===== config.mk =====
export PLATFORM = sky130hd
export DESIGN_NAME = dtree_channel_scheduler
export DESIGN_NICKNAME = d
export VERILOG_FILES = /design/src/rtl/dtree_channel_scheduler.sv
export SDC_FILE = /design/constraint.sdc
export NUM_CORES = 1
export LEC_CHECK = 0
export CELL_PAD_IN_SITES_DETAIL_PLACEMENT = 0
export CELL_PAD_IN_SITES_GLOBAL_PLACEMENT = 1
export CORE_UTILIZATION = 32
export DETAILED_ROUTE_END_ITERATION = 7
export GPL_TIMING_DRIVEN = 1
export PLACE_DENSITY_LB_ADDON = 0.1
export SLEW_MARGIN = 40
export SYNTH_ARGS = -nofsm -noshare
export SYNTH_HDL_FRONTEND = slang
export SYNTH_SLANG_ARGS = --single-unit

===== constraint.sdc =====
create_clock -name clk -period 3.5 [get_ports clk]
set_input_delay 0.875 -clock clk [delete_from_list [all_inputs] [get_ports clk]]
set_output_delay 0.875 -clock clk [all_outputs]
set_load 0.01 [all_outputs]

===== src/rtl/dtree_channel_scheduler.sv =====
// dtree_channel_scheduler
// Shares one dtree classifier core between CHANNEL_COUNT spike channels. Each channel hands
// over a complete feature vector into a 1-deep holding register. Full channels are granted
// round-robin. The granted vector is streamed to the core one feature per accepted cycle.
// The core's level/path result is returned tagged with the originating channel.
// Optional feature: define DTREE_SCHED_DROP_CNT_EN to add a saturating drop_count output.
// drop_count counts vectors offered to channels whose holding register was still full.
module dtree_channel_scheduler #(
    parameter int unsigned FEATURES      = 3,
    parameter int unsigned IN_WIDTH      = 10,
    parameter int unsigned CHANNEL_COUNT = 4,
    localparam int unsigned LP_W         = $clog2(FEATURES),
    localparam int unsigned CH_W         = $clog2(CHANNEL_COUNT)
) (
    input  logic                                       clk,
    input  logic                                       reset,
    input  logic [CHANNEL_COUNT-1:0]                   ch_valid,
    output logic [CHANNEL_COUNT-1:0]                   ch_ready,
    input  logic [CHANNEL_COUNT*FEATURES*IN_WIDTH-1:0] ch_vector,
    input  logic                                       core_ready,
    output logic                                       core_in_valid,
    output logic [IN_WIDTH-1:0]                        core_sample,
    output logic [CH_W-1:0]                            core_ch_index,
    input  logic                                       core_out_valid,
    input  logic [LP_W-1:0]                            core_level,
    input  logic [LP_W-1:0]                            core_path,
    output logic                                       res_valid,
    output logic [CH_W-1:0]                            res_channel,
    output logic [LP_W-1:0]                            res_level,
    output logic [LP_W-1:0]                            res_path
`ifdef DTREE_SCHED_DROP_CNT_EN
    ,
    output logic [15:0]                                drop_count
`endif
);

    // Feature counter width; kept at least 1 bit so a single-feature build still elaborates.
    localparam int unsigned CNT_W = (FEATURES > 1) ? $clog2(FEATURES) : 1;

    localparam logic [1:0] StIdle  = 2'd0;
    localparam logic [1:0] StIssue = 2'd1;
    localparam logic [1:0] StWait  = 2'd2;

    logic [1:0]               state_q, state_d;
    logic [CHANNEL_COUNT-1:0] full_q, full_d;
    logic [CHANNEL_COUNT-1:0] capture;
    logic [IN_WIDTH-1:0]      hold_q [CHANNEL_COUNT][FEATURES];
    logic [IN_WIDTH-1:0]      issue_q [FEATURES];
    logic [CNT_W-1:0]         feat_cnt_q, feat_cnt_d;
    logic [CH_W-1:0]          ptr_q, ptr_d;
    logic [CH_W-1:0]          ch_idx_q, ch_idx_d;

    logic                     grant_found;
    logic [CH_W-1:0]          grant_idx;
    int unsigned              cand;
    logic                     do_grant;
    logic                     last_feat;
    logic                     result_take;

    logic                     res_valid_q;
    logic [CH_W-1:0]          res_channel_q;
    logic [LP_W-1:0]          res_level_q;
    logic [LP_W-1:0]          res_path_q;

    // Round-robin search: first full channel at or after the pointer, wrapping.
    always_comb begin
        grant_found = 1'b0;
        grant_idx   = '0;
        cand        = 0;
        for (int unsigned k = 0; k < CHANNEL_COUNT; k++) begin
            cand = 32'(ptr_q) + k;
            if (cand >= CHANNEL_COUNT) begin
                cand = cand - CHANNEL_COUNT;
            end
            if (!grant_found && full_q[CH_W'(cand)]) begin
                grant_found = 1'b1;
                grant_idx   = CH_W'(cand);
            end
        end
    end

    assign do_grant    = (state_q == StIdle) && grant_found;
    assign last_feat   = (feat_cnt_q == CNT_W'(FEATURES - 1));
    assign result_take = (state_q == StWait) && core_out_valid;

    // Next-state for the grant/issue/wait sequence, pointer and channel select.
    always_comb begin
        state_d    = state_q;
        feat_cnt_d = feat_cnt_q;
        ptr_d      = ptr_q;
        ch_idx_d   = ch_idx_q;
        unique case (state_q)
            StIdle: begin
                if (grant_found) begin
                    state_d    = StIssue;
                    feat_cnt_d = '0;
                    ch_idx_d   = grant_idx;
                    ptr_d      = (grant_idx == CH_W'(CHANNEL_COUNT - 1)) ?
                                 '0 : grant_idx + CH_W'(1);
                end
            end
            StIssue: begin
                // A low core_ready simply holds the current feature on the bus.
                if (core_ready) begin
                    if (last_feat) begin
                        state_d = StWait;
                    end else begin
                        feat_cnt_d = feat_cnt_q + CNT_W'(1);
                    end
                end
            end
            StWait: begin
                if (core_out_valid) begin
                    state_d = StIdle;
                end
            end
            default: begin
                state_d = StIdle;
            end
        endcase
    end

    // Holding-register occupancy: set on capture, cleared on grant.
    // A granted channel is full by definition, so it cannot capture in its grant cycle.
    always_comb begin
        capture = ch_valid & ~full_q;
        full_d  = full_q | capture;
        if (do_grant) begin
            full_d[grant_idx] = 1'b0;
        end
    end

    // Control state registers.
    always_ff @(posedge clk) begin
        if (reset) begin
            state_q    <= StIdle;
            full_q     <= '0;
            feat_cnt_q <= '0;
            ptr_q      <= '0;
            ch_idx_q   <= '0;
        end else begin
            state_q    <= state_d;
            full_q     <= full_d;
            feat_cnt_q <= feat_cnt_d;
            ptr_q      <= ptr_d;
            ch_idx_q   <= ch_idx_d;
        end
    end

    // Per-channel vector capture; contents are only meaningful while full_q is set.
    always_ff @(posedge clk) begin
        for (int i = 0; i < int'(CHANNEL_COUNT); i++) begin
            if (capture[i]) begin
                for (int f = 0; f < int'(FEATURES); f++) begin
                    hold_q[i][f] <= ch_vector[(i*int'(FEATURES) + f)*int'(IN_WIDTH) +: IN_WIDTH];
                end
            end
        end
    end

    // Issue register: snapshot of the granted vector, freeing the channel for a new capture.
    always_ff @(posedge clk) begin
        if (reset) begin
            for (int f = 0; f < int'(FEATURES); f++) begin
                issue_q[f] <= '0;
            end
        end else if (do_grant) begin
            for (int f = 0; f < int'(FEATURES); f++) begin
                issue_q[f] <= hold_q[grant_idx][f];
            end
        end
    end

    // Result capture: one-cycle strobe tagged with the channel in flight.
    always_ff @(posedge clk) begin
        if (reset) begin
            res_valid_q   <= 1'b0;
            res_channel_q <= '0;
            res_level_q   <= '0;
            res_path_q    <= '0;
        end else begin
            res_valid_q <= result_take;
            if (result_take) begin
                res_channel_q <= ch_idx_q;
                res_level_q   <= core_level;
                res_path_q    <= core_path;
            end
        end
    end

    assign ch_ready      = ~full_q;
    assign core_in_valid = (state_q == StIssue) && core_ready;
    assign core_sample   = (state_q == StIssue) ? issue_q[feat_cnt_q] : '0;
    assign core_ch_index = ch_idx_q;
    assign res_valid     = res_valid_q;
    assign res_channel   = res_channel_q;
    assign res_level     = res_level_q;
    assign res_path      = res_path_q;

`ifdef DTREE_SCHED_DROP_CNT_EN
    logic [CHANNEL_COUNT-1:0] drops;
    logic [CH_W:0]            drop_inc;
    logic [16:0]              drop_sum;
    logic [15:0]              drop_cnt_q, drop_cnt_d;

    // Popcount of this cycle's lost offers, added with saturation at all-ones.
    always_comb begin
        drops    = ch_valid & full_q;
        drop_inc = '0;
        for (int i = 0; i < int'(CHANNEL_COUNT); i++) begin
            drop_inc = drop_inc + (CH_W+1)'(drops[i]);
        end
        drop_sum   = {1'b0, drop_cnt_q} + 17'(drop_inc);
        drop_cnt_d = drop_sum[16] ? 16'hFFFF : drop_sum[15:0];
    end

    // Drop counter register.
    always_ff @(posedge clk) begin
        if (reset) begin
            drop_cnt_q <= '0;
        end else begin
            drop_cnt_q <= drop_cnt_d;
        end
    end

    assign drop_count = drop_cnt_q;
`endif

endmodule


* After elaboration in Yosys (flattened, before gate mapping)
Memories as Yosys holds them, arrays and structs flattened. A register that Yosys moved wholly into a read port is not among the register bits. Index checks and enable logic that the tools add are counted. W data, S select, Z words.
Cells by class: add/sub/neg operators 9, magnitude comparators 10, equal/unequal tests 9, muxes and demuxes 52, bitwise logic cells 8, reductions and logical operators 15
Operators with widths (number):
- $mux W10 | 4
- $mux W2 | 18
- $mux W1 | 22
- $lt A2 B3 Y1 const B | 5
- $ne A2 B2 Y1 const B | 5
- $ge A3 B3 Y1 const B | 3
- $and A4 B4 Y4 | 2
- $bmux W1 S2 | 4
- $not A4 Y4 | 2
- $reduce_and A4 Y1 | 2
- $sub A2 B1 Y2 const B | 4
- $logic_and A1 B1 Y1 | 7
- $add A2 B2 Y3 const B | 2
- $eq A2 B2 Y1 const B | 3
- $pmux W2 S3 | 1
- $add A2 B1 Y2 const B | 2
- $mux W4 | 1
- $or A4 B4 Y4 | 1
- $pmux W2 S2 | 1
- $add A2 B1 Y3 const B | 1
- $ge A2 B3 Y1 const B | 1
- $logic_not A1 Y1 | 3
- $or A1 B1 Y1 | 3
- $demux W1 S2 | 1
- 5 further kinds | 5
Word-level totals: register bits after elaboration 19, RAM bits 150, input port bits 132, output and inout bits 24, memories 2
Memory list:
- hold_q | words 4, width 30, rd ports 1, clocked after memory_dff 0, write ports 4, RTL line 47 | logic [IN_WIDTH-1:0] hold_q [CHANNEL_COUNT][FEATURES];
- issue_q | words 3, width 10, rd ports 1, clocked after memory_dff 1, write ports 3, RTL line 48 | logic [IN_WIDTH-1:0] issue_q [FEATURES];

* Logic depth before layout (Yosys ltp)
Gate-level depths: netlist of run 1.
word-level depth 21, gate-level depth with buffers 9

* Worst setup path before layout of run 1
Ideal clock, no wire load.
path type in2reg, from input ch_valid[1], to memory hold_q[1][0] (netlist bit), enable pin, data arrival time 2.237 ns, setup slack 0.842 ns, stages on the path 1, cells stage by stage nor2b_1
RTL lines:
- start, declared | RTL line 17 | input logic [CHANNEL_COUNT-1:0] ch_valid,
- end, declared | RTL line 47

==> results of run 1 <==
final cells by class:
type                            count  area [um2]
Timing Repair Buffer              168        1690
Sequential cell                   171        4930
Multi-Input combinational cell    208        1430
Tap cell                          270         338
Clock buffer                       22         444
Clock inverter                     10        71.3
Inverter                           39         146
Fill cell                        1873       11200
worst max-delay path: stages (launching register included):
cell and delay, ns:
dfxtp_1 0.76, mux2i_1 0.41, nor2_1 0.08, a21oi_1 0.13, nor2_1 0.05, clkdlybuf4s50_1 0.51
per-stage QoR:
step / hold slack [ns] / util / cells / area (um2) / setup WS, ns
after floorplan: 0.479 / - / 440 / 6620 / 0.842
after global placement: 0.471 / 0.421 / 856 / 8530 / 0.518
after detailed placement: 0.469 / 0.421 / 856 / 8530 / 0.527
after CTS: 0.481 / 0.447 / 888 / 9040 / 0.207
after global routing: 0.522 / 0.447 / 888 / 9040 / 0.0587
final: 0.476 / 0.447 / 888 / 9040 / 0.258
cells in the final DEF, fill, tap and decap left out, drive strengths merged, types with 2 or more instances in the layout:
cell,synthesis,final
nand2,34,34
mux2i,46,46
nor2b,5,5
o21ai,2,2
clkdlybuf4s50,0,155
o221ai,30,30
nor3,3,3
clkinvlp,0,2
dfxtp,21,21
nand3b,2,2
buf,13,13
nand2b,5,5
clkbuf,9,22
a21oi,20,20
a211oi,3,3
nor2,42,42
edfxtp,150,150
o22ai,2,2
inv,39,40
clkinv,0,7
ha,3,3
cells by family after synthesis:
| kind of cell | count (synthesis) | synth area share |
|---|---|---|
| compound gates | 65 | 0.0760 |
| fa+ha+maj | 3 | 0.00567 |
| buf+inv | 61 | 0.0431 |
| flops | 171 | 0.744 |
| mux | 46 | 0.0696 |
| simple gates | 94 | 0.0613 |
how the worst max path moves through the flow:
| stage | startpoint | to | slack (ns) |
|---|---|---|---|
| 2_1_floorplan | ch_valid[1] | hold_q[1][0] | 0.84 |
| 3_3_place_gp | core_ready | core_in_valid | 0.52 |
| 3_5_place_dp | core_ready | core_in_valid | 0.53 |
| 4_1_cts | flip-flop | core_sample[3] | 0.21 |
| 5_1_grt | flip-flop | core_sample[6] | 0.06 |
| 6_report | flip-flop | core_sample[3] | 0.26 |
where the power goes:
part           switching, mW  internal [mW]
Combinational          0.490          0.436
Sequential             0.109           2.52
Clock                  0.754          0.908
Total                   1.35           3.86
per-layer routing:
| metal | vias to the layer above | global-route usage |
|---|---|---|
| li1 | 1963 | - |
| met1 | 1864 | 0.206 |
| met2 | 121 | 0.258 |
| met3 | 10 | 0.0332 |
| met4 | 0 | 0.0505 |
| met5 | - | 0 |
==> load_flow_metrics.sql, run 1 <==
INSERT INTO impl_metrics (metric_group, metric, value, unit) VALUES
('min_path', 'path_class_of_the_lowest_slack_min_delay_path', 'flip-flop to flip-flop', ''),
('routing', 'drt_pre_antenna_iters', '5', ''),
('synth', 'synth.area.top_cells', 'edfxtp_1 (68%), mux2i_1 (7.0%), dfxtp_1 (6.4%)', ''),
('placed_design', 'dp_hpwl', '11100', 'um'),
('global_routing', 'grt-ovfl-total', '0', ''),
('synth', 'ys.warnings.count', '0', ''),
('clocking', 'postCtsSetupBuffers', '0', ''),
('timing', 'fin_tns_setup', '0', 'ns'),
('timing', 'achievable-frequency', '308', 'MHz'),
('synth', 'synthesized_area_divided_by_synthesized_cell_count', '15.0', 'um2'),
('routing', 'length_of_routed_wiring_on_met1', '7240', 'um'),
('placed_design', 'routabilityCongestion', '0.748', ''),
('die', 'floorplan.initialDensity', '0.327', ''),
('routing', 'met3_routed_length', '794', 'um'),
('worst_setup_path', 'timing.critical_path.from_type', 'flip-flop', ''),
('layout', 'top_regs', 'hold_q: 120 flops, issue_q: 30 flops, full_q: 4 flops', ''),
('clocking', 'tritoncts_sink_count', '171', ''),
('worst_setup_path', 'critical_path_arrival', '2.37', 'ns'),
('synth', 'synth_sequential_area_ratio', '0.744', ''),
('clocking', 'htreeDepth', '4', ''),
('worst_setup_path', 'critical_path_required', '2.62', 'ns'),
('routing', 'remaining_drc_errors', '0', ''),
('clocking', 'cts_inserted_buffers', '17', ''),
('synth', 'most_common_cell_in_the_synthesized_netlist', 'edfxtp_1', ''),
('routing', 'highest_metal_layer_with_signal_wires', 'met4', ''),
('worst_setup_path', 'crit_path_max_fanout', '10', ''),
('worst_setup_path', 'worstReg2RegEnd', 'issue_q[2][7]', ''),
('placed_design', 'numPortBuffers', '155', ''),
('routing', 'avgViaCountPerCell', '4.46', ''),
('timing', 'worst_slew_pin_tran', '0.782', 'ns'),
('synth', 'synth_fp_nets', '575', ''),
('timing', 'drv_slew', '0', ''),
('die', 'core-area', '0.0202', 'mm2'),
('synth', 'synthesis.area', '0.00662', 'mm2'),
('layout', 'area_delta_synth_final', '36.7', '%'),
('worst_setup_path', 'worst-r2r-setup-slack', '1.11', 'ns'),
('clocking', 'cts-resized-gates', '0', ''),
('global_routing', 'gr-usage-all-layers', '0.156', ''),
('synth', 'yosys.area.top_type_share', '0.681', ''),
('global_routing', 'number_of_antenna_violations_at_the_first_check_in_global_routing', '0', ''),
('min_path', 'hold_path_startpoint', 'core_ch_index[1]', ''),
('routing', 'routedWlPerCell', '17.8', 'um'),
('global_routing', 'first_global_vias', '4241', ''),
('timing', 'setup_violations', '0', ''),
('power_and_ir_drop', 'p_leak', '3.38', 'nW'),
('routing', 'drt_iter0_drc', '215', ''),
('min_path', 'min_delay_worst_endpoint', 'core_ch_index[1]', ''),
('power_and_ir_drop', 'power_per_cell_area', '577', 'mW/mm2'),
('status', 'status', 'complete, no violations', ''),
('timing', 'fin_worst_skew', '0.00835', 'ns'),
('routing', 'wirelength', '15800', 'um'),
('synth', 'synth_cell_types', '33', ''),
('timing', 'report.final.hold_viol_count', '0', ''),
('routing', 'drt.antenna.violating_nets', '0', ''),
('routing', 'dr_wl_met2', '7620', 'um'),
('worst_setup_path', 'end_kind', 'primary output', ''),
('clocking', 'cts_root_buf', 'clkbuf_16', ''),
('layout', 'nets', '740', ''),
('synth', 'synth.largest_area_cell', 'edfxtp_1', ''),
('global_routing', 'grt_pass1_wl', '24300', 'um'),
('layout', 'largest_reg_flops', '120', ''),
('die', 'dieArea', '0.0213', 'mm2'),
('global_routing', 'grt_start_max_net_pins', '32', ''),
('synth', 'synth_cells', '440', ''),
('synth', 'synth_seq_cells', '171', ''),
('layout', 'largest_register', 'hold_q', ''),
('clocking', 'clkLatencyLatePin', '0.42', 'ns'),
('synth', 'synth_edf_count', '150', ''),
('timing', 'maxSlewHeadroom', '0.478', ''),
('timing', 'timing.final.crit_share', '0.926', ''),
('timing', 'finalWorstPathRequiredPeriod', '3.24', 'ns');
Note: power is estimated with default switching activity, not from simulation.
==> run 2, diff against run 1 <==
CORE_UTILIZATION = 34   (was 32)
==> run 2 against run 1 <==
Sequential share of layout area fell by 0.39 points; global-route usage rose by 0.66 points; maximum frequency rose by 2.2%; sequential cell count did not move; via count rose by 2.4%; largest power group unchanged.
==> load_flow_metrics.sql, run 2 (same netlist as run 1, synthesis figures left out) <==
INSERT INTO impl_metrics (metric_group, metric, value, unit) VALUES
('clocking', 'tritoncts_clock_tree', 'yes', ''),
('global_routing', 'grt-ovfl-total', '0', ''),
('timing', 'finalWorstPathRequiredPeriod', '3.17', 'ns'),
('worst_setup_path', 'worst-r2r-cell-count', '6', ''),
('placed_design', 'numPortBuffers', '155', ''),
('die', 'die-height', '142', 'um'),
('min_path', 'path_class_of_the_lowest_slack_min_delay_path', 'flip-flop to flip-flop', ''),
('clocking', 'clkLatencyLatePin', '0.43', 'ns'),
('worst_setup_path', 'critPathMaxStageDelay', '0.70', 'ns'),
('worst_setup_path', 'crit_path_end', 'core_sample[1]', ''),
('global_routing', 'first_global_vias', '4167', ''),
('worst_setup_path', 'critical_path_required', '2.62', 'ns'),
('clocking', 'clk_pin_slew_worst_paths', '0.06', 'ns'),
('routing', 'num_vias', '4053', ''),
('clocking', 'cts_inserted_buffers', '17', ''),
('placed_design', 'dp_worst_setup_slack', '0.523', 'ns'),
('worst_setup_path', 'path_buf_inv', '1', ''),
('timing', 'drv_slew', '0', ''),
('layout', 'final_common_cell', 'clkdlybuf4s50_1', ''),
('routing', 'remaining_drc_errors', '0', ''),
('routing', 'drt.antenna.violating_nets', '0', ''),
('clocking', 'htreeDepth', '4', ''),
('timing', 'timing.final.crit_share', '0.906', ''),
('die', 'core-area', '0.0189', 'mm2'),
('die', 'rows', '50', ''),
('min_path', 'hold_path_startpoint', 'core_ch_index[1]', ''),
('layout', 'largest_register', 'hold_q', ''),
('worst_setup_path', 'cell_occurring_most_often_along_the_worst_timing_path', 'nor2_1', ''),
('clocking', 'postCtsSetupBuffers', '0', ''),
('routing', 'drt_iter0_drc', '206', ''),
('clocking', 'cts_root_buf', 'clkbuf_16', ''),
('layout', 'most_frequent_cells_in_the_layout', 'clkdlybuf4s50_1 (155), edfxtp_1 (150), mux2i_1 (46), nor2_1 (40), inv_1 (39)', ''),
('placed_design', 'routabilityCongestion', '0.764', ''),
('power_and_ir_drop', 'power_per_cell_area', '602', 'mW/mm2'),
('die', 'boundaryPins', '156', ''),
('layout', 'nets', '738', ''),
('worst_setup_path', 'path_delay_family', 'flip-flops', ''),
('layout', 'num-fill-cells', '1664', ''),
('timing', 'timing.hold.ws', '0.486', 'ns'),
('worst_setup_path', 'critical_path.cell_chain', 'mux2i_1 -> nor2_1 -> a21oi_1 -> nor2_1 -> clkdlybuf4s50_1', ''),
('global_routing', 'grt_pass1_wl', '23500', 'um'),
('layout', 'antenna_cells', '0', ''),
('clocking', 'cts-resized-gates', '0', ''),
('worst_setup_path', 'worstReg2RegEnd', 'issue_q[1][9]', ''),
('power_and_ir_drop', 'worst_ir_drop_vdd', '379', 'uV'),
('status', 'status', 'complete, no violations', ''),
('die', 'dieArea', '0.0200', 'mm2'),
('worst_setup_path', 'timing.critical_path.depth', '5', ''),
('clocking', 'tritoncts_sink_count', '171', ''),
('worst_setup_path', 'worst-r2r-setup-slack', '1.30', 'ns'),
('timing', 'setup_violations', '0', ''),
('worst_setup_path', 'crit-reg2reg-launch', 'full_q[0]', ''),
('timing', 'worst_slew_pin_tran', '0.711', 'ns'),
('global_routing', 'gr-usage-all-layers', '0.163', ''),
('timing', 'maxSlewHeadroom', '0.525', ''),
('global_routing', 'number_of_antenna_violations_at_the_first_check_in_global_routing', '0', ''),
('timing', 'achievable-frequency', '315', 'MHz'),
('power_and_ir_drop', 'p_leak', '3.42', 'nW'),
('run', 'maxCapViolations', '0', ''),
('worst_setup_path', 'crit_path_max_fanout', '10', ''),
('routing', 'drt_pre_antenna_iters', '5', ''),
('die', 'floorplan.initialDensity', '0.350', ''),
('routing', 'avgViaCountPerCell', '4.64', ''),
('timing', 'report.final.hold_viol_count', '0', ''),
('timing', 'fin_tns_setup', '0', 'ns'),
('worst_setup_path', 'timing.critical_path.from_type', 'flip-flop', ''),
('clocking', 'clock_path_buffers', '2', ''),
('layout', 'area_delta_synth_final', '37.6', '%'),
('timing', 'grt_setup_unrepaired', 'false', ''),
('worst_setup_path', 'end_kind', 'primary output', ''),
('die', 'die_w', '142', 'um'),
('worst_setup_path', 'critical_path_arrival', '2.30', 'ns'),
('routing', 'wirelength', '15500', 'um'),
('timing', 'fin_worst_skew', '0.00990', 'ns'),
('layout', 'top_regs', 'hold_q: 120 flops, issue_q: 30 flops, full_q: 4 flops', ''),
('layout', 'largest_reg_flops', '120', ''),
('timing', 'worst_slack', '0.328', 'ns'),
('worst_setup_path', 'path_class', 'flip-flop to primary output', ''),
('clocking', 'postCtsHoldBufs', '0', ''),
('global_routing', 'grt_start_max_net_pins', '34', ''),
('layout', 'layout-drive-gt1-share', '0.0765', ''),
('routing', 'routedWlPerCell', '17.8', 'um'),
('placed_design', 'dp_hpwl', '10600', 'um'),
('worst_setup_path', 'crit_path_top_delay_cell', 'dfxtp_1', '');
[run 2: cell types whose count changed in the layout (fill, tap and decap cells not counted)]
cell,previous run,this run
clkbuf_1,5,0
bufinv_16,0,4
clkinv_4,4,1
buf_4,10,8
clkinv_1,2,4
a211o_2,1,0
a211o_4,0,1
clkinv_2,1,0
clkinvlp_2,0,1
clkinvlp_4,2,1
dfxtp_1,20,21
dfxtp_2,1,0
inv_6,1,2
[run 2: area by class of cell]
class / count / area [um2] / share of cell area
Sequential cell: 171 / 4920 / 0.541
Tap cell: 260 / 325 / 0.0357
Inverter: 39 / 146 / 0.0161
Clock inverter: 13 / 174 / 0.0191
Multi-Input combinational cell: 208 / 1440 / 0.158
Clock buffer: 17 / 425 / 0.0467
Timing Repair Buffer: 166 / 1670 / 0.184
[run 2: how the worst min path moves through the flow]
| stage | end | slack, ns | cells after the start |
|---|---|---|---|
| 6_report | core_ch_index[1] | 0.49 | 2 |
| 5_1_grt | core_ch_index[1] | 0.52 | 2 |
| 4_1_cts | core_ch_index[1] | 0.48 | 2 |
| 3_5_place_dp | core_ch_index[1] | 0.47 | 2 |
| 3_3_place_gp | res_channel[1] | 0.47 | 2 |
| 2_1_floorplan | flip-flop | 0.48 | 2 |
[run 2: report_power, final]
| part | internal [mW] | switching [mW] |
|---|---|---|
| logic | 0.431 | 0.483 |
| clock network | 1.18 | 0.763 |
| registers | 2.52 | 0.109 |
[run 2: metrics by stage]
step	total power, mW	instances	util	cell area, um2
2_1_floorplan	3.17	440	-	6620
5_1_grt	5.73	874	0.482	9110
6_report	5.49	874	0.482	9110
4_1_cts	5.57	874	0.482	9110
3_5_place_dp	3.61	844	0.450	8510
3_3_place_gp	3.59	844	0.450	8500
[run 2: metal layers]
layer  up-vias  wire length, um  GRT usage
met4         0              258     0.0656
met2       137             7450      0.267
met3        22              882     0.0418
met1      1942             6920      0.206
met5         -                0          0
li1       1952                -          -
[run 2: tightest hold or removal path: stages (launching register included)]
cell	delay, ns
dfxtp_1	0.31
inv_1	0.07
o21ai_1	0.06
